`src/rtl/uart_tx.sv`:
```
// -----------------------------------------------------------------------------
// uart_tx -- 8N1 serial transmitter with a write buffer in front of the FSM.
//
// Frame: one start bit (0), eight data bits LSB first, one stop bit (1).
// Every bit lasts CLKS_PER_BIT clock cycles, so a frame is 10*CLKS_PER_BIT.
// Back-to-back frames are sent with no idle cycle between them.
//
// Build option:
//   UART_TX_FIFO_EN defined   -> the buffer is a FIFO_DEPTH-entry FIFO
//   UART_TX_FIFO_EN undefined -> the buffer is a single holding register
//
// Parameters:
//   CLKS_PER_BIT  clock cycles per serial bit (>= 2)
//   FIFO_DEPTH    FIFO entries, power of two >= 2 (FIFO build only)
//
// Ports:
//   clk       in   system clock, all state on the rising edge
//   rst       in   asynchronous active-high reset
//   wr_data   in   [7:0] byte to transmit
//   wr_valid  in   wr_data is valid this cycle
//   wr_ready  out  buffer can take a byte this cycle (registered state only)
//   tx        out  serial line, idle high, driven straight from a flop
//   busy      out  registered: a byte is buffered or a frame is in flight
// -----------------------------------------------------------------------------
module uart_tx #(
  parameter int CLKS_PER_BIT = 217,
  parameter int FIFO_DEPTH   = 4
) (
  input  logic       clk,
  input  logic       rst,
  input  logic [7:0] wr_data,
  input  logic       wr_valid,
  output logic       wr_ready,
  output logic       tx,
  output logic       busy
);

  // Parameter legality is checked at elaboration so a bad configuration
  // cannot silently build a broken transmitter.
  if (CLKS_PER_BIT < 2) begin : g_bad_clks_per_bit
    $error("uart_tx: CLKS_PER_BIT must be 2 or greater");
  end
  if (FIFO_DEPTH < 2 || (FIFO_DEPTH & (FIFO_DEPTH - 1)) != 0) begin : g_bad_fifo_depth
    $error("uart_tx: FIFO_DEPTH must be a power of two, 2 or greater");
  end

  localparam int BAUD_W = $clog2(CLKS_PER_BIT);
  localparam logic [BAUD_W-1:0] BAUD_LAST = BAUD_W'(CLKS_PER_BIT - 1);

  typedef enum logic [1:0] {
    IDLE  = 2'd0,
    START = 2'd1,
    DATA  = 2'd2,
    STOP  = 2'd3
  } state_e;

  // ---------------------------------------------------------------------------
  // Buffer interface shared by both build options
  // ---------------------------------------------------------------------------
  logic       push;         // byte accepted this edge
  logic       pop;          // head byte moved into the shift register
  logic       buf_empty;    // current occupancy is zero
  logic       buf_full;     // current occupancy is at capacity
  logic       buf_empty_d;  // occupancy after this edge is zero
  logic [7:0] head_data;    // oldest buffered byte

  // A full buffer refuses a push even if the FSM pops on the same edge:
  // wr_ready must not depend on the FSM's combinational pop.
  assign wr_ready = ~buf_full;
  assign push     = wr_valid & ~buf_full;

`ifdef UART_TX_FIFO_EN
  // ---------------------------------------------------------------------------
  // FIFO: pointers carry one extra bit so full and empty differ.
  // ---------------------------------------------------------------------------
  localparam int AW = $clog2(FIFO_DEPTH);
  localparam int PW = AW + 1;

  logic [7:0]    mem_q [FIFO_DEPTH];
  logic [PW-1:0] wr_ptr_q, wr_ptr_d;
  logic [PW-1:0] rd_ptr_q, rd_ptr_d;

  assign buf_empty   = (wr_ptr_q == rd_ptr_q);
  assign buf_full    = (wr_ptr_q[AW] != rd_ptr_q[AW]) &&
                       (wr_ptr_q[AW-1:0] == rd_ptr_q[AW-1:0]);
  assign wr_ptr_d    = wr_ptr_q + PW'(push);
  assign rd_ptr_d    = rd_ptr_q + PW'(pop);
  assign buf_empty_d = (wr_ptr_d == rd_ptr_d);
  assign head_data   = mem_q[rd_ptr_q[AW-1:0]];

  always_ff @(posedge clk or posedge rst) begin
    if (rst) begin
      wr_ptr_q <= '0;
      rd_ptr_q <= '0;
    end else begin
      wr_ptr_q <= wr_ptr_d;
      rd_ptr_q <= rd_ptr_d;
    end
  end

  // NOTE: storage has no reset; equal pointers already mark every entry as
  // invalid, and a reset-free array maps onto plain RAM/flops without a mux.
  always_ff @(posedge clk) begin
    if (push) begin
      mem_q[wr_ptr_q[AW-1:0]] <= wr_data;
    end
  end
`else
  // ---------------------------------------------------------------------------
  // Single holding register: a push only happens when it is empty and a pop
  // only when it is full, so the two never coincide.
  // ---------------------------------------------------------------------------
  logic [7:0] hold_q;
  logic       hold_valid_q, hold_valid_d;

  assign buf_empty    = ~hold_valid_q;
  assign buf_full     = hold_valid_q;
  assign hold_valid_d = push | (hold_valid_q & ~pop);
  assign buf_empty_d  = ~hold_valid_d;
  assign head_data    = hold_q;

  always_ff @(posedge clk or posedge rst) begin
    if (rst) begin
      hold_q       <= '0;
      hold_valid_q <= 1'b0;
    end else begin
      hold_valid_q <= hold_valid_d;
      if (push) begin
        hold_q <= wr_data;
      end
    end
  end
`endif

  // ---------------------------------------------------------------------------
  // Transmit FSM
  // ---------------------------------------------------------------------------
  state_e            state_q, state_d;
  logic [BAUD_W-1:0] baud_q, baud_d;
  logic [2:0]        bit_q, bit_d;
  logic [7:0]        shift_q, shift_d;
  logic              tx_q, tx_d;
  logic              busy_q, busy_d;
  logic              baud_end;

  assign baud_end = (baud_q == BAUD_LAST);

  // NOTE: every variable gets a default before the case so no path through
  // this block leaves one unassigned, which would otherwise infer a latch.
  always_comb begin
    state_d = state_q;
    baud_d  = baud_q;
    bit_d   = bit_q;
    shift_d = shift_q;
    tx_d    = tx_q;
    pop     = 1'b0;

    unique case (state_q)
      IDLE: begin
        baud_d = '0;
        bit_d  = '0;
        tx_d   = 1'b1;
        if (!buf_empty) begin
          pop     = 1'b1;
          shift_d = head_data;
          state_d = START;
          tx_d    = 1'b0;
        end
      end

      START: begin
        if (baud_end) begin
          baud_d  = '0;
          bit_d   = '0;
          state_d = DATA;
          tx_d    = shift_q[0];
        end else begin
          baud_d = baud_q + 1'b1;
        end
      end

      DATA: begin
        if (baud_end) begin
          baud_d = '0;
          if (bit_q == 3'd7) begin
            state_d = STOP;
            tx_d    = 1'b1;
          end else begin
            // shift_q[0] is on the line now; bit 1 is the next one out.
            bit_d   = bit_q + 1'b1;
            shift_d = {1'b0, shift_q[7:1]};
            tx_d    = shift_q[1];
          end
        end else begin
          baud_d = baud_q + 1'b1;
        end
      end

      STOP: begin
        if (baud_end) begin
          baud_d = '0;
          // Chain straight into the next start bit when data is waiting.
          if (!buf_empty) begin
            pop     = 1'b1;
            shift_d = head_data;
            state_d = START;
            tx_d    = 1'b0;
          end else begin
            state_d = IDLE;
            tx_d    = 1'b1;
          end
        end else begin
          baud_d = baud_q + 1'b1;
        end
      end

      default: begin
        state_d = IDLE;
        baud_d  = '0;
        bit_d   = '0;
        tx_d    = 1'b1;
      end
    endcase
  end

  // busy is registered from next-state values so it lines up with tx.
  assign busy_d = ~buf_empty_d | (state_d != IDLE);

  // NOTE: sequential state uses non-blocking assignments so every flop samples
  // the pre-edge values regardless of statement order.
  // The async set of tx_q forces the line idle the moment rst rises.
  always_ff @(posedge clk or posedge rst) begin
    if (rst) begin
      state_q <= IDLE;
      baud_q  <= '0;
      bit_q   <= '0;
      shift_q <= '0;
      tx_q    <= 1'b1;
      busy_q  <= 1'b0;
    end else begin
      state_q <= state_d;
      baud_q  <= baud_d;
      bit_q   <= bit_d;
      shift_q <= shift_d;
      tx_q    <= tx_d;
      busy_q  <= busy_d;
    end
  end

  assign tx   = tx_q;
  assign busy = busy_q;

endmodule
```
`config.mk`:
```
export PLATFORM = sky130hd
export DESIGN_NAME = uart_tx
export DESIGN_NICKNAME = d
export VERILOG_FILES = /design/src/rtl/uart_tx.sv
export SDC_FILE = /design/constraint.sdc
export NUM_CORES = 1
export LEC_CHECK = 0
export ABC_AREA = 1
export BUFFER_PORTS_ARGS = -buffer_cell sky130_fd_sc_hd__buf_2
export CORE_MARGIN = 2
export CORE_UTILIZATION = 53
export DETAILED_ROUTE_END_ITERATION = 12
export MAX_ROUTING_LAYER = met4
export PLACE_DENSITY_LB_ADDON = 0.2
export SLEW_MARGIN = 15
export SYNTH_ARGS = -nofsm -noshare
export SYNTH_HDL_FRONTEND = slang
export SYNTH_SLANG_ARGS = --single-unit
```
`constraint.sdc`:
```
create_clock -name clk -period 1.4 [get_ports clk]
set_input_delay 0.28 -clock clk [delete_from_list [all_inputs] [get_ports clk]]
set_output_delay 0.28 -clock clk [all_outputs]
set_load 0.01 [all_outputs]
```
# == After elaboration in Yosys (flattened, before gate mapping) ==
# Index checks and enable logic that the tools add are counted.
# totals
word_cells,60
regBits,32
# classes
add_sub_neg,2
bitwise_logic,6
reduce_logical,8
muxes,27
n_eq_ne,9
# ops
cell,count
8-bit two-way mux,5
8-bit case mux with 3 select lines,1
8-bit case mux with 2 select lines,1
2-bit two-way mux,5
3-bit two-way mux,3
3-bit case mux with 3 select lines,1
"8-bit by 1-bit adder with 8-bit output, second input constant",1
"8-bit == test, second input constant",1
1-bit two-way mux,8
"2-bit inequality test, second input constant",4
2-bit case mux with 4 select lines,1
4-bit AND reduction,2
3-bit nonzero test,2
"2-bit == test, second input constant",2
1-bit case mux with 4 select lines,1
"3-bit by 1-bit adder with 3-bit output, second input constant",1
"3-bit == test, second input constant",1
3-bit AND reduction,1
3-bit OR reduction,1
1-bit bitwise AND,2
"2-bit by 1-bit == test with 1-bit output, second input constant",1
2-bit logical NOT,1
1-bit NOT,2
1-bit OR,2
other kinds (2),2

# == Depth between registers and ports, before layout ==
# Gate-level depths: netlist (run 1).
# depth
depth_word,7
mapped_depth,11
ltp_nobuf,10

# == Least setup slack after synthesis (run 1) ==
# No wires, ideal clock.
# synth_timing
path_kind,register to register
from,reg bit_q[0]
to,reg shift_q[2]
arrival_ns,1.457
setup_ns,0.074
slack_ns,-0.131
path_stages_with_launch,11
period_less_slack_ns,1.531
n_path_buf,1
path_cell_list,dfrtp_1 -> ha_1 -> ha_1 -> nand2_1 -> o21ai_0 -> nor2_1 -> nand2_4 -> inv_4 -> buf_12 -> o211ai_4 -> o21ai_2
# synth_via
elab_chain_cells,3
# synth_lines
element,line,source
start: declaration,140,"logic [2:0] bit_q, bit_d;"
start signal: assignment,243,bit_q <= bit_d;
3-bit == test,185,if (bit_q == 3'd7) begin
2-bit inequality test (no line),--,
4-bit AND reduction (no line),--,
end signal: assignment,244,shift_q <= shift_d;
end: declaration,141,"logic [7:0] shift_q, shift_d;"
# Every way passes these cells.
# A chain may end at the register's enable or synchronous reset.

# == Worst setup path after layout (run 1) ==
# layout_timing
from,reg state_q[0]
to,reg shift_q[0]
# layout_via
elab_chain_cells,3
word_cells_on_any_way,9
cone_classes,eq/ne (5); mux (1); reduce/logical (3)
# layout_lines
element,line,source
start: declaration,138,"state_e state_q, state_d;"
start signal: assignment,241,state_q <= state_d;
2-bit == test or 2-bit logical NOT (tied branches),158,unique case (state_q)
2-bit inequality test (no line) or 3-bit nonzero test (tied branches),--,
4-bit AND reduction (no line),--,
# Several ways; a longest one is shown, not always the timed one.

==> impl_metrics.ini, run 1 <==
[routing]
drt_iter0_markers = 50
drt.antenna.violating_nets = 0
vias_per_cell = 5.170
routedWlPerCell_um = 14.66
firstDrtPassIters = 4
routed_wirelength_um = 4045
remaining_drc_errors = 0
vias = 1427

[place]
hpwl_um = 2226
finalWeightedCongestion = 0.8585
port-buffer-count = 13

[synthesis]
synthesis.area_per_instance_sq_um = 9.340
synth.yosys.warnings = 0
dominantRegCellSynth = sky130_fd_sc_hd__dfrtp_1
synth.area.top_cells = sky130_fd_sc_hd__dfrtp_1, sky130_fd_sc_hd__nand2_1, sky130_fd_sc_hd__ha_1, sky130_fd_sc_hd__inv_1, sky130_fd_sc_hd__mux2_2
synthesis.instances = 183
syn_area_sq_mm = 0.001709
synth_seq_area_share_pct = 46.93
synth.distinct_cells = 33
synth_enable_flop_cells = 0
post-synth-top-area-cell = sky130_fd_sc_hd__dfrtp_1
asyncSetResetFlopFracSynth_pct = 100.0
mappedNetlistNets = 204
ys_ff_latch = 32
netlist.area_leader.share_pct = 45.39

[clock_tree]
root_buf_cell = sky130_fd_sc_hd__clkbuf_4
h_tree_depth = 2
clock_path_buffers = 2
insertion_delay_ns = 0.33
cts_buffer_count = 5
cts_tree = built
numClockSinks = 32
clock_transition_at_the_registers_of_the_reported_paths_ns = 0.10

[sta]
rsz0062_at_grt = true
min_period_ns = 1.559
final_hold_viol_count = 0
relSlewSlack_pct = 72.35
achievable-frequency_mhz = 641.4
layout_setup_ws_ns = -0.1591
setup_viol = 16
finalCritPeriodShare_pct = 111.4
fin_worst_skew_ns = 0.01126
setup_total_negative_slack_ns = -1.429
final-max-slew-violation-count = 0
tightestPinTransition_ns = 0.4137

[setup_path]
worstPathMaxFanout = 7
setup.worst_path.end_class = flip-flop
critical-path-slowest-cell = sky130_fd_sc_hd__dfrtp_2
count_of_cells_along_the_worst_register_to_register_path = 8
path_class = reg2reg
crit_arrival_ns = 1.79
cp.required_ns = 1.63
timing.reg2reg.setup_slack_ns = -0.16
critical_path.startpoint_type = flip-flop
critical_path.max_stage_delay_ns = 0.46
end_of_the_worst_register_to_register_path = shift_q[0]
launching_point_of_the_worst_reg2reg_path = state_q[0]
crit_chain = inv_4, ha_4, buf_4, o21ai_4, nand2_4, inv_8, nand3_2, o21a_1

[cells_and_area]
num-nets-final = 252
fillCellCount = 206
area_delta_synth_final_pct = 37.26
fraction_of_final_layout_cells_with_drive_strength_greater_than_1_pct = 50.86
multi_input_comb_area_sq_um = 965.9
antennaDiodeCount = 0
layout_common_cells = sky130_fd_sc_hd__nand2_1, sky130_fd_sc_hd__dfrtp_1, sky130_fd_sc_hd__buf_4
area.sequential_sq_um = 804.5

[outcome]
result_of_the_run = complete, but fails checks
violations = negative setup slack

[floorplan]
die_height_um = 60.79
io-pin-count = 14
std_cell_rows = 20
die_width_um = 60.79
fp.dieArea_sq_mm = 0.003695
core_area_sq_mm = 0.003053
start_util_pct = 55.98

[global_route]
grt_use_total_pct = 22.37
grt_use_met2_pct = 37.48
initial_antenna_violation_count = 0
gr-total-overflow = 0
maximum_number_of_pins_on_one_net_before_global_route_repair = 33
grt.met1_usage_pct = 25.17
wire_length_of_the_first_global_routing_pass_um = 5885
met3_usage_pct = 5.330
vias_in_the_first_global_route = 1423
busiest_layer = met2

[worst_hold_path]
hp-class = in2async

[power_and_ir_drop]
leakage_dissipation_nw = 1.110
totalPowerFinal_w = 0.004226
ir_worst_vdd_v = 0.001090
p_per_area_mw_per_mm2 = 1801

[flow_run]
maxCapViolations = 0
==> final cells by class <==
cell class / instances / share of cell area (%)
multi-input cells: 120 / 41.17
clock buffers: 7 / 2.773
clock inverters: 1 / 1.280
inverters: 28 / 5.013
well taps: 44 / 2.347
repair inverters: 1 / 0.2667
repair buffers: 43 / 12.85
flip-flops and latches: 32 / 34.29
==> registers in the layout, indices dropped and copies added, names as in the netlist <==
name and flops:
busy 1, tx 1, shift_q 8, baud_q 8
bit_q 3, head_data 8, state_q 2, buf_full 1
==> report_power, final <==
group | leakage, nW | internal (W) | switching (W) | total [W]
Sequential | 0.397 | 0.00127 | 0.000216 | 0.00148
Combinational | 0.661 | 0.000916 | 0.00104 | 0.00195
Clock | 0.0515 | 0.000474 | 0.000318 | 0.000792
Total | 1.11 | 0.00265 | 0.00157 | 0.00423
==> worst max path at each step <==
stage | startpoint | to | cells after the start
after floorplan | bit_q[1] | shift_q[2] | 10
after global placement | state_q[0] | shift_q[0] | 9
after detailed placement | state_q[0] | shift_q[0] | 9
after CTS | bit_q[0] | shift_q[0] | 9
after global routing | state_q[0] | shift_q[0] | 8
final | state_q[0] | shift_q[0] | 8
==> metal layers <==
layer | routed length [um] | vias to the layer above
li1 | - | 685
met1 | 1604 | 690
met2 | 2152 | 37
met3 | 141 | 15
met4 | 146 | 0
met5 | 0 | -
==> synth_stat cells (2+ instances only) <==
library cell and number:
sky130_fd_sc_hd__a21oi_1 5, sky130_fd_sc_hd__buf_2 2, sky130_fd_sc_hd__dfrtp_1 31, sky130_fd_sc_hd__ha_1 10
sky130_fd_sc_hd__inv_1 26, sky130_fd_sc_hd__mux2_2 8, sky130_fd_sc_hd__nand2_1 36, sky130_fd_sc_hd__nand2_2 2
sky130_fd_sc_hd__nand2_4 2, sky130_fd_sc_hd__nand3_1 8, sky130_fd_sc_hd__nor2_1 14, sky130_fd_sc_hd__nor3_1 3
sky130_fd_sc_hd__o211ai_1 3, sky130_fd_sc_hd__o211ai_4 2, sky130_fd_sc_hd__o21ai_0 6, sky130_fd_sc_hd__o21ai_1 6
sky130_fd_sc_hd__o21ai_2 3
==> through the flow <==
stage | hold slack, ns | instances | setup slack, ns | utilization (%) | area, sq um
floorplan | 0.3955 | 183 | -0.05111 | - | 1724
global route | 0.05594 | 276 | -0.2138 | 76.84 | 2346
detailed placement | 0.3873 | 252 | -0.2342 | 62.95 | 1922
finish | 0.001091 | 276 | -0.1591 | 76.84 | 2346
CTS | 0.01487 | 267 | -0.1216 | 70.86 | 2163
global placement | 0.3762 | 252 | -0.1866 | 62.95 | 1922
==> repair_timing <==
| action | CTS | global route |
|---|---|---|
| hold buffers | 0 | 0 |
| hold endpoints to repair | 0 | 0 |
| resized for setup | 22 | 32 |
| buffers inserted | 7 | 9 |
| pin swaps | 9 | 10 |
| setup endpoints to repair | 22 | 23 |
| cloned | 1 | 0 |
==> critical path, delay by kind of cell (launching register included) <==
kind / cells / cell delay (ns)
AO/OA/AOI/OAI: 2 / 0.28
buffers and inverters: 3 / 0.32
flip-flops: 1 / 0.46
AND/OR/NAND/NOR: 2 / 0.18
adder cells (fa/ha/maj): 1 / 0.21
==> cells by family after synthesis <==
kind of cell,after synthesis,synth area share [%]
AOI/OAI and AO/OA,28,12.15
xor gates and xnor gates,1,0.5125
adders and majority gates,10,7.321
buffers and inverters,31,8.053
DFF,32,46.93
muxes,8,5.271
and+or+nand+nor,73,19.77
(Power assumes the default switching activity.)
==> inputs of run 2 (changes only) <==
CORE_ASPECT_RATIO = 1.2   (was unset)
MAX_ROUTING_LAYER = unset   (was met4)
clock period = 1.36 ns   (was 1.4 ns; I/O delays follow)
==> impl_metrics.ini, run 2 (synthesis results as in run 1) <==
[clock_tree]
cts_hold_repair.buffers = 0
root_buf_cell = sky130_fd_sc_hd__clkbuf_4
cts_tree = built
h_tree_depth = 2
cts_buffer_count = 5
insertion_delay_ns = 0.35
clock_transition_at_the_registers_of_the_reported_paths_ns = 0.10
clock_path_buffers = 2
numClockSinks = 32

[cells_and_area]
antennaDiodeCount = 0
num-nets-final = 259
fraction_of_final_layout_cells_with_drive_strength_greater_than_1_pct = 53.14
fin_util_pct = 78.65
finish.instance_area_sq_mm = 0.002425
final_common_cell = sky130_fd_sc_hd__dfrtp_1
layout_common_cells = sky130_fd_sc_hd__dfrtp_1, sky130_fd_sc_hd__nand2_1, sky130_fd_sc_hd__buf_4
area_delta_synth_final_pct = 41.87

[sta]
hold-worst-slack_ns = -0.01295
tightestPinTransition_ns = 0.4161
relSlewSlack_pct = 72.26
rsz0062_at_grt = true
min_period_ns = 1.586
setup_viol = 23
setup_total_negative_slack_ns = -2.485
finalCritPeriodShare_pct = 116.6
layout_setup_ws_ns = -0.2258
final-max-slew-violation-count = 0
final_hold_viol_count = 15
fin_worst_skew_ns = 0.009312
achievable-frequency_mhz = 630.6

[routing]
remaining_drc_errors = 0
vias = 1506
routedWlPerCell_um = 16.59
drt_iter0_markers = 36
routed_wirelength_um = 4562
vias_per_cell = 5.476
firstDrtPassIters = 4
drt.antenna.violating_nets = 0

[setup_path]
critical-path-slowest-cell = sky130_fd_sc_hd__dfrtp_1
worstPathMaxFanout = 4
worstPathBufferInverterCount = 1
timing.reg2reg.setup_slack_ns = -0.23
crit_chain = buf_6, ha_4, nand2_1, nand2_1, nand3_2, nand2_2, nand2_1, nand2_1, a21oi_2, nand2_1
cp.required_ns = 1.61
critical_path.max_stage_delay_ns = 0.43
setup.worst_path.end_class = flip-flop
crit_arrival_ns = 1.84
cp_top_family = simple AND/OR/NAND/NOR gates
critical_path.most_common_cell = sky130_fd_sc_hd__nand2_1
path_class = reg2reg
critical_path.startpoint_type = flip-flop

[power_and_ir_drop]
p_per_area_mw_per_mm2 = 1777
share_seq_of_total_power_pct = 34.9
leakage_dissipation_nw = 1.150
internal_power_w = 0.002594
ir_worst_vdd_v = 0.001412
power_switching_w = 0.001714
totalPowerFinal_w = 0.004309
power.clock.fraction_pct = 13.6
switching_share_pct = 39.79
logic_gate_share_of_total_power_pct = 51.4

[floorplan]
fp.dieArea_sq_mm = 0.003697
start_util_pct = 55.44
std_cell_rows = 22
die_height_um = 66.21
core_area_sq_mm = 0.003083
io-pin-count = 14
die_width_um = 55.84

[place]
finalWeightedCongestion = 0.8460
placement.cell_area_sq_mm = 0.001964
hpwl_um = 2457
dp_worst_setup_slack_ns = -0.2821
port-buffer-count = 13

[flow_run]
maxCapViolations = 0

[global_route]
initial_antenna_violation_count = 0
grt_use_total_pct = 25.76
gr-total-overflow = 0
wire_length_of_the_first_global_routing_pass_um = 7051
met3_usage_pct = 6.654
vias_in_the_first_global_route = 1585
grt_use_met2_pct = 47.77
maximum_number_of_pins_on_one_net_before_global_route_repair = 33
busiest_layer = met2
grt.met1_usage_pct = 25.82

[worst_hold_path]
hp-class = in2async

[outcome]
violations = negative hold slack, negative setup slack
result_of_the_run = complete, but fails checks
==> run 2: cell types whose count changed in the layout (fill, tap and decap cells not counted), sizes merged <==
cell,delta
buf,+6
bufinv,-1
clkinv,+2
clkinvlp,+1
inv,-1
==> run 2: power by group through the flow <==
stage | sequential, W | clock (W) | combinational, W
after floorplan | 0.00149 | 0 | 0.00110
after global placement | 0.00149 | 0 | 0.00146
after detailed placement | 0.00149 | 0 | 0.00154
after CTS | 0.00148 | 0.000587 | 0.00194
after global routing | 0.00153 | 0.000654 | 0.00239
final | 0.00150 | 0.000587 | 0.00222
==> run 2: stage by stage <==
stage          instances  hold WS (ns)
5_1_grt              275       0.01228
3_3_place_gp         251        0.3691
4_1_cts              270      0.005681
2_1_floorplan        183        0.3875
6_report             275      -0.01295
3_5_place_dp         251        0.3791
==> run 2: area by class of cell <==
cell class	count	area, sq um
multi-input combinational	120	978.4
timing repair buffer	50	406.6
sequential	32	803.3
inverter	28	121.4
timing repair inverter	1	8.758
clock inverter	2	10.01
clock buffer	6	51.30
fill	202	658.1
tap	36	45.04
==> run 2: worst paths after layout <==
| kind | start | endpoint | cells past startpoint |
|---|---|---|---|
| worst max register to register | state_q[0] | busy | 10 |
| worst min register to register | shift_q[0] | shift_q[0] | 1 |
| worst min-delay path | rst | baud_q[2] | 3 |
| worst max-delay path | state_q[0] | busy | 10 |
| max in group asynchronous | rst | tx | 3 |
| min in group clk | wr_data[6] | head_data[6] | 2 |
==> run 2: what timing repair did <==
| action | in CTS | in global routing |
|---|---|---|
| gates resized for setup | 45 | 23 |
| setup buffers | 10 | 4 |
| setup endpoints to repair | 22 | 29 |
| cloned | 1 | 1 |
| pin swaps | 12 | 11 |
==> run 2: metal layers <==
layer  up-vias  wire length [um]
met5         -                 0
met4         0               275
met3        23               263
met2        56              2348
met1       734              1675
li1        693                 -
==> run 2: worst reg2reg max path: cells and delay by family (launching register included) <==
kind,cells,cell delay [ns]
adders and majority gates,1,0.18
DFF,1,0.43
AOI/OAI and AO/OA,1,0.15
buffers and inverters,1,0.15
and+or+nand+nor,7,0.57
==> inputs of run 3 (changes only) <==
CORE_UTILIZATION = 55   (was 53)
clock period = 1.5 ns   (was 1.36 ns; I/O delays follow)
==> impl_metrics.ini, run 3 (synthesis results as in run 1) <==
[clock_tree]
clock_transition_at_the_registers_of_the_reported_paths_ns = 0.10
h_tree_depth = 2
clock_path_buffers = 2
numClockSinks = 32
insertion_delay_ns = 0.34
root_buf_cell = sky130_fd_sc_hd__clkbuf_4
cts_hold_repair.buffers = 0
cts_buffer_count = 5
cts_tree = built

[floorplan]
start_util_pct = 56.96
die_width_um = 54.89
core_area_sq_mm = 0.003000
io-pin-count = 14
fp.dieArea_sq_mm = 0.003571
std_cell_rows = 22
die_height_um = 65.07

[cells_and_area]
area.sequential_sq_um = 803.3
multi_input_comb_area_sq_um = 895.9
fraction_of_final_layout_cells_with_drive_strength_greater_than_1_pct = 43.30
final_common_cell = sky130_fd_sc_hd__dfrtp_1
antennaDiodeCount = 0
post_layout_nonfiller_instances = 260
area_delta_synth_final_pct = 27.38
fillCellCount = 224
layout_common_cells = sky130_fd_sc_hd__dfrtp_1, sky130_fd_sc_hd__nand2_1, sky130_fd_sc_hd__inv_1
num-nets-final = 244

[sta]
relSlewSlack_pct = 73.43
fin_worst_skew_ns = 0.006847
min_period_ns = 1.530
layout_setup_ws_ns = -0.02951
achievable-frequency_mhz = 653.8
setup_viol = 8
final-max-slew-violation-count = 0
rsz0062_at_grt = true
tightestPinTransition_ns = 0.3985
finalCritPeriodShare_pct = 102.0
final_hold_viol_count = 0

[setup_path]
setup.worst_path.end_class = flip-flop
critPathCapture = busy
worstPathMaxFanout = 3
cp.required_ns = 1.73
timing.reg2reg.setup_slack_ns = -0.03
crit_arrival_ns = 1.76
cp-startpoint = bit_q[0]
critical_path.startpoint_type = flip-flop
end_of_the_worst_register_to_register_path = busy
launching_point_of_the_worst_reg2reg_path = bit_q[0]
count_of_cells_along_the_worst_register_to_register_path = 11
path_class = reg2reg

[global_route]
met3_usage_pct = 6.912
initial_antenna_violation_count = 0
grt_use_total_pct = 22.19
vias_in_the_first_global_route = 1364
maximum_number_of_pins_on_one_net_before_global_route_repair = 33
wire_length_of_the_first_global_routing_pass_um = 5595
grt.met1_usage_pct = 23.89
gr-total-overflow = 0
grt_use_met2_pct = 37.50
busiest_layer = met2

[power_and_ir_drop]
totalPowerFinal_w = 0.003536
ir_worst_vdd_v = 0.001310
leakage_dissipation_nw = 1.042
p_per_area_mw_per_mm2 = 1624

[routing]
routed_wirelength_um = 3376
firstDrtPassIters = 4
vias_per_cell = 5.112
drt_iter0_markers = 19
drt.antenna.violating_nets = 0
vias = 1329
routedWlPerCell_um = 12.98
remaining_drc_errors = 0

[place]
dp_worst_setup_slack_ns = -0.1418
hpwl_um = 2371
placed_insts = 249
finalWeightedCongestion = 0.8549
port-buffer-count = 13

[worst_hold_path]
hp-class = in2async

[outcome]
violations = negative setup slack
result_of_the_run = complete, but fails checks

[flow_run]
maxCapViolations = 0
-- run 3: cell types whose count changed in the layout (fill, tap and decap cells not counted), sizes merged --
cell and change:
clkbuf +1, buf -14, clkinvlp -1, clkinv -2, inv +1
-- run 3: metal layers --
layer | wire length, um | up-vias
li1 | - | 669
met1 | 1388 | 626
met2 | 1785 | 21
met3 | 100 | 13
met4 | 101 | 0
met5 | 0 | -
-- run 3: power by group --
| group | switching, W | total, W | internal (W) |
|---|---|---|---|
| registers | 0.000176 | 0.00135 | 0.00118 |
| clock network | 0.000287 | 0.000517 | 0.000231 |
| logic | 0.000851 | 0.00166 | 0.000814 |
-- run 3: critical path, cell delays in order (launching register included) --
cell and delay (ns):
sky130_fd_sc_hd__dfrtp_1 0.40, sky130_fd_sc_hd__ha_2 0.20, sky130_fd_sc_hd__ha_4 0.16, sky130_fd_sc_hd__nand2_4 0.07, sky130_fd_sc_hd__buf_6 0.10, sky130_fd_sc_hd__nand2_2 0.05
sky130_fd_sc_hd__nand3_2 0.07, sky130_fd_sc_hd__nand2_2 0.06, sky130_fd_sc_hd__nand2_1 0.07, sky130_fd_sc_hd__nand2_2 0.06, sky130_fd_sc_hd__a21oi_2 0.13, sky130_fd_sc_hd__nand2_1 0.06
-- run 3: through the flow --
stage / area, sq um / hold WS (ns) / utilization (%) / setup TNS [ns]
floorplan: 1717 / 0.4155 / - / 0
finish: 2177 / 0.01970 / 72.56 / -0.1312
CTS: 2108 / 0.02089 / 70.27 / -0.06939
detailed placement: 1954 / 0.3977 / 65.14 / -0.6885
global route: 2177 / 0.07574 / 72.56 / -1.064
global placement: 1954 / 0.3972 / 65.14 / -0.3458
-- run 3: repair_timing --
action	in CTS	in global routing
gates cloned	1	0
setup buffers	1	1
endpoints found under the setup margin	12	22
resized for setup	23	18
pin swaps	6	8
-- run 3: worst min-delay path by stage --
stage               cells past startpoint            to  slack (ns)
floorplan                               1     baud_q[0]        0.42
global placement                        3  head_data[3]        0.40
detailed placement                      3     baud_q[2]        0.40
CTS                                     3     baud_q[2]        0.02
global route                            3     baud_q[2]        0.08
finish                                  3    shift_q[4]        0.02
-- run 3: final cells by class --
class                           count  area share [%]
Clock buffer                        8           2.701
Inverter                           28           5.172
Multi-Input combinational cell    120           41.15
Sequential cell                    32           36.90
Tap cell                           36           2.069
Timing Repair Buffer               35           11.84
Timing Repair inverter              1          0.1724
